## config.mk

```make
export PLATFORM = sky130hd
export DESIGN_NAME = llc_req_scheduler
export DESIGN_NICKNAME = d
export VERILOG_FILES = /design/src/rtl/llc_req_scheduler_pkg.sv /design/src/rtl/llc_req_scheduler_fifo.sv /design/src/rtl/llc_req_scheduler.sv
export SDC_FILE = /design/constraint.sdc
export NUM_CORES = 1
export LEC_CHECK = 0
export ABC_AREA = 1
export CELL_PAD_IN_SITES_DETAIL_PLACEMENT = 2
export CELL_PAD_IN_SITES_GLOBAL_PLACEMENT = 2
export CORE_AREA = 4 4 204 206
export CTS_CLUSTER_DIAMETER = 40
export DETAILED_ROUTE_END_ITERATION = 8
export DIE_AREA = 0 0 208 210
export PLACE_DENSITY = 0.93
export SETUP_SLACK_MARGIN = 0.02
export SLEW_MARGIN = 20
export SYNTH_ARGS = -nofsm -noshare
export SYNTH_HDL_FRONTEND = slang
export SYNTH_SLANG_ARGS = --single-unit
```

## constraint.sdc

```tcl
create_clock -name clk -period 4.72 [get_ports clk]
set_input_delay 0.944 -clock clk [delete_from_list [all_inputs] [get_ports clk]]
set_output_delay 0.944 -clock clk [all_outputs]
set_load 0.02 [all_outputs]
```

## src/rtl/llc_req_scheduler_pkg.sv

```systemverilog
// Shared types for the LLC request scheduler: trace op codes,
// queued request payload, FSM states and op legality helpers.
package llc_req_scheduler_pkg;

  typedef enum logic [3:0] {
    OP_RD       = 4'd0,
    OP_WR       = 4'd1,
    OP_IFETCH   = 4'd2,
    OP_SNP_RD   = 4'd3,
    OP_SNP_WR   = 4'd4,
    OP_SNP_RWIM = 4'd5,
    OP_SNP_INV  = 4'd6,
    OP_CLEAR    = 4'd8,
    OP_PRINT    = 4'd9,
    OP_NOP      = 4'd15
  } llc_op_e;

  typedef struct packed {
    logic [3:0]  op;
    logic [31:0] addr;
  } llc_req_t;

  typedef enum logic [1:0] {
    S_IDLE,
    S_ISSUE,
    S_CHECK
  } sched_state_e;

  function automatic logic cpu_op_ok(input logic [3:0] op);
    return op inside {OP_RD, OP_WR, OP_IFETCH,
                      OP_CLEAR, OP_PRINT};
  endfunction

  function automatic logic snp_op_ok(input logic [3:0] op);
    return op inside {OP_SNP_RD, OP_SNP_WR,
                      OP_SNP_RWIM, OP_SNP_INV};
  endfunction

  // Only real memory accesses can be evicted under us.
  function automatic logic cpu_op_retry(input logic [3:0] op);
    return op inside {OP_RD, OP_WR, OP_IFETCH};
  endfunction

endpackage

```

## src/rtl/llc_req_scheduler_fifo.sv

```systemverilog
// llc_req_fifo: request queue, no bypass, sync active-low reset.
// Ports: clk, rst_n, i_push/i_data, i_pop, o_data (head), o_full, o_empty.
module llc_req_fifo
  import llc_req_scheduler_pkg::*;
#(
  parameter int DEPTH = 4
) (
  input  logic     clk,
  input  logic     rst_n,
  input  logic     i_push,
  input  llc_req_t i_data,
  input  logic     i_pop,
  output llc_req_t o_data,
  output logic     o_full,
  output logic     o_empty
);

  localparam int AW = $clog2(DEPTH);

  logic [AW:0] r_wptr;
  logic [AW:0] r_rptr;
  llc_req_t    r_mem [DEPTH];
  logic        w_do_push;
  logic        w_do_pop;

  assign o_empty = (r_wptr == r_rptr);
  assign o_full  = (r_wptr[AW] != r_rptr[AW]) &&
                   (r_wptr[AW-1:0] == r_rptr[AW-1:0]);
  assign o_data  = r_mem[r_rptr[AW-1:0]];

  // full is the pre-edge state, so a same-cycle pop never makes room.
  assign w_do_push = i_push && !o_full;
  assign w_do_pop  = i_pop && !o_empty;

  always_ff @(posedge clk) begin
    if (!rst_n) begin
      r_wptr <= '0;
      r_rptr <= '0;
    end else begin
      if (w_do_push) r_wptr <= r_wptr + 1'b1;
      if (w_do_pop)  r_rptr <= r_rptr + 1'b1;
    end
  end

  always_ff @(posedge clk) begin
    if (w_do_push) r_mem[r_wptr[AW-1:0]] <= i_data;
  end

endmodule

```

## src/rtl/llc_req_scheduler.sv

```systemverilog
// LLC front-end: queues CPU and snoop requests, arbitrates (snoop first),
// issues one op per access and re-issues CPU accesses the LLC evicted.
// Ports: clk, rst_n; cpu_valid/op/addr/ready; snp_valid/op/addr/ready;
// llc_op/llc_addr to LLC, llc_hold back; busy, bad_op, retry_err.
// Optional macro LLC_SCHED_STARVE_GUARD_EN: bound snoop run vs queued CPU.
module llc_req_scheduler
  import llc_req_scheduler_pkg::*;
#(
  parameter int FIFO_DEPTH   = 4,
  parameter int MAX_RETRY    = 2,
  parameter int STARVE_LIMIT = 4
) (
  input  logic        clk,
  input  logic        rst_n,
  input  logic        cpu_valid,
  input  logic [3:0]  cpu_op,
  input  logic [31:0] cpu_addr,
  output logic        cpu_ready,
  input  logic        snp_valid,
  input  logic [3:0]  snp_op,
  input  logic [31:0] snp_addr,
  output logic        snp_ready,
  output logic [31:0] llc_op,
  output logic [31:0] llc_addr,
  input  logic [31:0] llc_hold,
  output logic        busy,
  output logic        bad_op,
  output logic        retry_err
);

  localparam int CW = $clog2(MAX_RETRY + 1);
  localparam logic [CW-1:0] MAX_R = CW'(MAX_RETRY);

  sched_state_e r_state;
  llc_req_t     r_req;
  logic         r_is_cpu;
  logic [CW-1:0] r_retry_cnt;
  logic [31:0]  r_llc_op;
  logic [31:0]  r_llc_addr;
  logic         r_bad_op;
  logic         r_retry_err;

  llc_req_t w_cpu_head, w_snp_head, w_sel;
  logic w_cpu_full, w_cpu_empty;
  logic w_snp_full, w_snp_empty;
  logic w_evicted, w_retry, w_over;
  logic w_can_grant, w_force_cpu;
  logic w_pick_snp, w_pick_cpu;
  logic w_pop_snp, w_pop_cpu, w_sel_ok;

  llc_req_fifo #(.DEPTH(FIFO_DEPTH)) u_cpu_fifo (
    .clk     (clk),
    .rst_n   (rst_n),
    .i_push  (cpu_valid),
    .i_data  ({cpu_op, cpu_addr}),
    .i_pop   (w_pop_cpu),
    .o_data  (w_cpu_head),
    .o_full  (w_cpu_full),
    .o_empty (w_cpu_empty)
  );

  llc_req_fifo #(.DEPTH(FIFO_DEPTH)) u_snp_fifo (
    .clk     (clk),
    .rst_n   (rst_n),
    .i_push  (snp_valid),
    .i_data  ({snp_op, snp_addr}),
    .i_pop   (w_pop_snp),
    .o_data  (w_snp_head),
    .o_full  (w_snp_full),
    .o_empty (w_snp_empty)
  );

  assign w_evicted = (r_state == S_CHECK) && r_is_cpu &&
                     cpu_op_retry(r_req.op) && (llc_hold != '0);
  assign w_retry   = w_evicted && (r_retry_cnt < MAX_R);
  assign w_over    = w_evicted && !(r_retry_cnt < MAX_R);

  // A finished CHECK arbitrates like IDLE: back-to-back accesses.
  assign w_can_grant = (r_state == S_IDLE) ||
                       ((r_state == S_CHECK) && !w_retry);

`ifdef LLC_SCHED_STARVE_GUARD_EN
  localparam int SW = $clog2(STARVE_LIMIT + 1);
  localparam logic [SW-1:0] STARVE_L = SW'(STARVE_LIMIT);
  logic [SW-1:0] r_starve;

  assign w_force_cpu = (r_starve == STARVE_L);

  always_ff @(posedge clk) begin
    if (!rst_n) begin
      r_starve <= '0;
    end else if (w_cpu_empty || w_pop_cpu) begin
      r_starve <= '0;
    end else if (w_pop_snp && !w_force_cpu) begin
      r_starve <= r_starve + 1'b1;
    end
  end
`else
  assign w_force_cpu = 1'b0;
`endif

  assign w_pick_snp = !w_snp_empty && !(w_force_cpu && !w_cpu_empty);
  assign w_pick_cpu = !w_cpu_empty && !w_pick_snp;
  assign w_pop_snp  = w_can_grant && w_pick_snp;
  assign w_pop_cpu  = w_can_grant && w_pick_cpu;
  assign w_sel      = w_pick_snp ? w_snp_head : w_cpu_head;
  assign w_sel_ok   = w_pick_snp ? snp_op_ok(w_snp_head.op)
                                 : cpu_op_ok(w_cpu_head.op);

  always_ff @(posedge clk) begin
    if (!rst_n) begin
      r_state     <= S_IDLE;
      r_req       <= '0;
      r_is_cpu    <= 1'b0;
      r_retry_cnt <= '0;
      r_llc_op    <= 32'(OP_NOP);
      r_llc_addr  <= '0;
      r_bad_op    <= 1'b0;
      r_retry_err <= 1'b0;
    end else begin
      r_bad_op <= 1'b0;
      if (w_can_grant) begin
        r_retry_cnt <= '0;
        if (w_over) r_retry_err <= 1'b1;
        if ((w_pop_snp || w_pop_cpu) && w_sel_ok) begin
          r_req      <= w_sel;
          r_is_cpu   <= w_pop_cpu;
          r_llc_op   <= 32'(w_sel.op);
          r_llc_addr <= w_sel.addr;
          r_state    <= S_ISSUE;
        end else begin
          r_bad_op <= w_pop_snp || w_pop_cpu;
          r_state  <= S_IDLE;
        end
      end else if (r_state == S_ISSUE) begin
        r_llc_op <= 32'(OP_NOP);
        r_state  <= S_CHECK;
      end else if (w_retry) begin
        r_retry_cnt <= r_retry_cnt + 1'b1;
        r_llc_op    <= 32'(r_req.op);
        r_llc_addr  <= r_req.addr;
        r_state     <= S_ISSUE;
      end else begin
        r_state <= S_IDLE;
      end
    end
  end

  assign cpu_ready = !w_cpu_full;
  assign snp_ready = !w_snp_full;
  assign llc_op    = r_llc_op;
  assign llc_addr  = r_llc_addr;
  assign bad_op    = r_bad_op;
  assign retry_err = r_retry_err;
  assign busy      = (r_state != S_IDLE) || !w_cpu_empty || !w_snp_empty;

endmodule

```

---- Word-level counts from Yosys, hierarchy flattened ----
Memory sizes are Yosys's and may differ from the RTL's. A register that Yosys moved wholly into a read port is not among the register bits.
Cells that the tools add are included.
operators by class
  magnitude comparators ................... 1
  add/subtract/negate cells ............... 5
  equal/unequal tests ..................... 20
  bitwise logic cells ..................... 3
  reduce and logical (&&, ||, !) cells .... 43
  muxes and demuxes ....................... 22
operator list
  operator                                                               number
  32-bit 2-to-1 mux                                                      8
  36-bit 2-to-1 mux                                                      1
  32-bit nonzero test                                                    1
  1-bit logical AND                                                      16
  3-bit by 1-bit adder with 3-bit output, second input constant          4
  4-bit by 2-bit equality test with 1-bit output, second input constant  3
  4-bit by 3-bit equality test with 1-bit output, second input constant  3
  2-bit 2-to-1 mux                                                       6
  4-bit by 1-bit equality test with 1-bit output, second input constant  2
  4-bit equality test, second input constant                             2
  4-bit zero test                                                        2
  2-bit AND reduction                                                    4
  1-bit 2-to-1 mux                                                       7
  3-bit equality test                                                    2
  1-bit zero test                                                        6
  3-bit nonzero test                                                     2
  5-bit nonzero test                                                     1
  2-bit equality test                                                    2
  1-bit logical OR                                                       4
  2-bit nonzero test                                                     2
  4-bit nonzero test                                                     1
  1-bit inverter                                                         3
  3-bit AND reduction                                                    1
  3-bit OR reduction                                                     1
  other kinds (9)                                                        10
storage, ports and cells
  output and inout port bits .............. 69
  bits in registers ....................... 119
  memories ................................ 2
  bits of input ports ..................... 108
  memory bits (writable) .................. 288
memory list
  memory            words  width  rd ports  clocked after memory_dff  write ports  line                          text
  u_cpu_fifo.r_mem  4      36     1         1                         1            llc_req_scheduler_fifo.sv:22  llc_req_t r_mem [DEPTH];
  u_snp_fifo.r_mem  4      36     1         1                         1            llc_req_scheduler_fifo.sv:22

---- Depth between registers and ports, before layout ----
  word-level depth ........................ 13
  mapped depth ............................ 16
  gate-level depth less buffers ........... 14

---- Modules after synthesis ----
Synthesis repeated with hierarchy kept, for this count alone.
second synthesis, totals
  cells, all modules ...................... 1590
  area total of the unflattened synthesis .. 16245.6 sq um
modules (own cells, without submodules)
  module                     sequential area each (sq um)  times used  cells each  area each (sq um)
  llc_req_fifo (u_snp_fifo)  4484.3                        1           422         5838.1
  llc_req_fifo (u_cpu_fifo)  4484.3                        1           423         5815.6
  llc_req_scheduler          1581.5                        1           745         4591.9

---- Worst setup path before layout ----
No wires, ideal clock.
  kind .................................... input to register
  from .................................... in cpu_valid
  to ...................................... mem u_cpu_fifo.r_mem[3][0] (netlist bit), enable pin
  data arrival time ....................... 2675 ps
  setup slack ............................. 1613 ps
  cell stages on the path ................. 2
  library setup time ...................... 432 ps
  path buffers ............................ 0
  cell sequence ........................... nand2_1 > nor2_1
between the ends
  word-level cells in the longest chain between the ends .. 3
ends and longest elaborated chain
  item                                    line                          text
  start: declaration                      llc_req_scheduler.sv:15       input logic cpu_valid,
  1-bit logical AND                       llc_req_scheduler_fifo.sv:32  assign w_do_push = i_push && !o_full;
  1-bit 2-to-1 mux                        llc_req_scheduler_fifo.sv:46  if (w_do_push) r_mem[r_wptr[AW-1:0]] <= i_data;
  1-bit 2-to-1 mux (implied by the code)  llc_req_scheduler_fifo.sv:46
  end: declaration                        llc_req_scheduler_fifo.sv:22
No other way between the ends.

---- Final worst setup path ----
  from .................................... reg u_snp_fifo.r_wptr[0]
  to ...................................... out busy
between the ends
  word-level cells in the longest chain between the ends .. 3
ends and longest elaborated chain
  item                      line                          text
  start: declaration        llc_req_scheduler_fifo.sv:20  logic [AW:0] r_wptr;
  start signal: assignment  llc_req_scheduler_fifo.sv:40  if (w_do_push) r_wptr <= r_wptr + 1'b1;
  3-bit equality test       llc_req_scheduler_fifo.sv:26  assign o_empty = (r_wptr == r_rptr);
  1-bit zero test           llc_req_scheduler.sv:155      assign busy = (r_state != S_IDLE) || !w_cpu_empty || !w_snp_empty;
  1-bit logical OR          llc_req_scheduler.sv:155
  end: declaration          llc_req_scheduler.sv:26       output logic busy,
No other way between the ends.

==> impl_metrics.yaml <==
run_status:
  status: "complete, no violations"
critical_path:
  r2r-end: "llc_addr[8]"
  path_cells: "inv_1 > nand2_1 > nand2_2 > nand3_4 > nor3_1 > nand3_1 > clkdlybuf4s50_1"
  slowest_stage: "clkdlybuf4s50_1"
  rr_worst_depth: 15
  cp.arrival_ns: 2.97
  crit_path_end_kind: "primary output"
  startpoint_type: "flip-flop"
  worst-path-buf-inv: 2
  cp_max_fo: 10
  cpPeakStageDelay_ns: 0.60
  path_class: "reg -> out"
  crit_family: "simple AND/OR/NAND/NOR gates"
  startpoint: "u_snp_fifo.r_wptr[0]"
  crit_required_ns: 3.78
  reg2reg_slack_ns: 1.21
finish:
  mostFrequentLayoutCell: "nor2_1"
  drive_above_1_share_pct: 8.78
  syn_to_final_growth_pct: 24.1
  mostFrequentLayoutCells: "nor2_1, edfxtp_1, nand2_1, o21ai_0, clkdlybuf4s50_1"
  final_net_count: 1746
sta:
  slew_headroom_pct: 42.3
  fin_skew_ns: 0.0302
  final.setup.worst_slack_ns: 0.808
  worst_pin_slew_ns: 0.861
  period_share_pct: 82.9
  hold_viol: 0
  layout_min_cycle_time_ns: 3.91
  fmax_ghz: 0.256
  setup_viol: 0
  fin_tns_setup_ns: 0
  holdWs_ns: 0.465
  rsz0062_at_grt: "no"
  drv_slew: 0
clock_network:
  cts_root_buf: "clkbuf_16"
  cts_tree: "done"
  cts_resized: 0
  path_clk_slew_ns: 0.06
  cts_buffers: 54
  cts_buffer_depth: 3
  hold_buffers: 0
  clock-sinks: 383
  post-cts-setup-buffers: 0
  insertion_delay_ns: 0.62
  htreeDepth: 2
die:
  ios: 177
  dieArea_um2: 43700
  start_util_pct: 39.9
  num_rows: 73
  core-area_um2: 39600
  die_x_um: 208
  die_h_um: 210
worst_hold_path:
  whs_path_depth: 2
  min_from: "retry_err"
  hp-class: "reg -> reg"
  holdPathEnd: "retry_err"
placement:
  post-dp-hpwl_um: 37200
  place_ws_ns: 1.03
  gp_congestion: 0.752
  portBuffers: 148
synthesis:
  syn_area_um2: 15800
  syn_inst: 1484
  syn_area_per_cell_um2: 10.7
  yosys-top-cells-area: "edfxtp_1, dfxtp_1, nor2_1"
  synthDistinctLibCells: 36
  ys_seq_elements: 383
  synth_top_area_share_pct: 54.7
  ys.warnings.count: 0
  seq_area_frac_synth_pct: 66.8
  synth_top_cell_by_area: "edfxtp_1"
detailed_routing:
  firstDrtPassIters: 5
  vias: 12203
  wirelength_um: 59200
  drt_iter0_drc: 920
  wl_per_cell_um: 26.9
  via_per_inst: 5.54
  drc: 0
  ant_nets: 0
grt:
  grt_max_degree: 78
  gr-total-overflow: 0
  grt_first_pass_wirelength_um: 87400
  grt_antenna_before_repair: 2
  grt_use_met2_pct: 45.8
  grt.total_usage_pct: 26.4
  grt.busiest_layer: "met2"
  gr-usage-met3_pct: 5.05
  grt_use_met1_pct: 31.0
  grt_pass1_vias: 13573
run:
  cap_violations: 0
power:
  power.density_nw_per_um2: 689
  vdd_drop_max_uv: 532
  p_leak_uw: 0.00734
-- tightest hold or removal path: cells and delay by family (launching register included) --
kind | cells | cell delay (ns)
flops | 1 | 0.31
buf+inv | 1 | 0.06
compound gates | 1 | 0.06
-- cell families (layout without fill, tap and decap cells) --
family                     count (synthesis)  after routing  share of synthesized area [%]
and+or+nand+nor                          631            631                           16.7
DFF                                      383            383                           66.8
AOI/OAI and AO/OA                        267            267                           8.99
buffers and inverters                    166            329                           5.12
muxes                                     24             24                           1.52
adders and majority gates                 10             10                          0.792
xor gates and xnor gates                   2              2                          0.111
other                                      1             30                         0.0237
-- layout make-up --
| type | count | area, um^2 |
|---|---|---|
| multi-input cells | 962 | 4610 |
| clock inverters | 39 | 443 |
| clock buffers | 63 | 1470 |
| diodes | 2 | 5.00 |
| well taps | 525 | 657 |
| inverters | 54 | 203 |
| repair buffers | 173 | 1680 |
| flip-flops and latches | 383 | 10600 |
| fillers | 3944 | 20000 |
-- report_power, final --
group          internal, uW  switching, uW  total (uW)
Sequential             4030            297        4330
Combinational          1370           3480        4850
Clock                  2640           1690        4320
Total                  8040           5470       13500
-- flip-flops by register name, summed over array words and instances, names as in the netlist, named ones only --
signal / flops
retry_err: 1
llc_addr: 32
bad_op: 1
llc_op: 4
r_state: 2
r_retry_cnt: 2
u_cpu_fifo.r_rptr: 3
u_snp_fifo.r_mem: 144
u_snp_fifo.r_rptr: 3
u_cpu_fifo.r_mem: 144
r_is_cpu: 1
r_req: 36
u_snp_fifo.r_wptr: 3
u_cpu_fifo.r_wptr: 3
-- how the worst max path moves through the flow --
| stage | endpoint | slack, ns | depth (start not counted) |
|---|---|---|---|
| 3_3_place_gp | r_req[15] | 1.23 | 14 |
| 3_5_place_dp | r_req[24] | 1.03 | 15 |
| 4_1_cts | busy | 0.78 | 7 |
| 2_1_floorplan | u_cpu_fifo.r_mem[3][0] | 1.61 | 2 |
| 6_report | busy | 0.81 | 7 |
| 5_1_grt | busy | 0.64 | 7 |
-- metal layers --
layer,up-vias,share of wire (%)
li1,5360,-
met1,6186,38
met2,485,50
met3,172,5.9
met4,0,6.0
met5,-,0
-- synthesized netlist by cell type, drive strengths merged --
library cell  instances
buf                  69
and3                  1
and2                  2
o22ai                57
o21ai               178
nor2                314
clkbuf               43
nand2               241
a21oi                24
a31oi                 8
nor3b                 1
xor2                  2
ha                   10
dfxtp                95
inv                  54
edfxtp              288
nand3                27
nor3                  2
mux2i                24
conb                  1
nand4                 6
nand2b                1
nand3b               34
or2                   2
-- through the flow --
stage | instances | cell area [um^2] | total power [uW] | utilization, %
final | 2201 | 19600 | 13500 | 49.5
after global routing | 2201 | 19600 | 14200 | 49.5
after CTS | 2199 | 19600 | 13500 | 49.5
after detailed placement | 2097 | 17700 | 8930 | 44.6
after global placement | 2097 | 17700 | 8550 | 44.6
after floorplan | 1511 | 15900 | 7200 | -
Note: power is estimated with default switching activity, not from simulation.
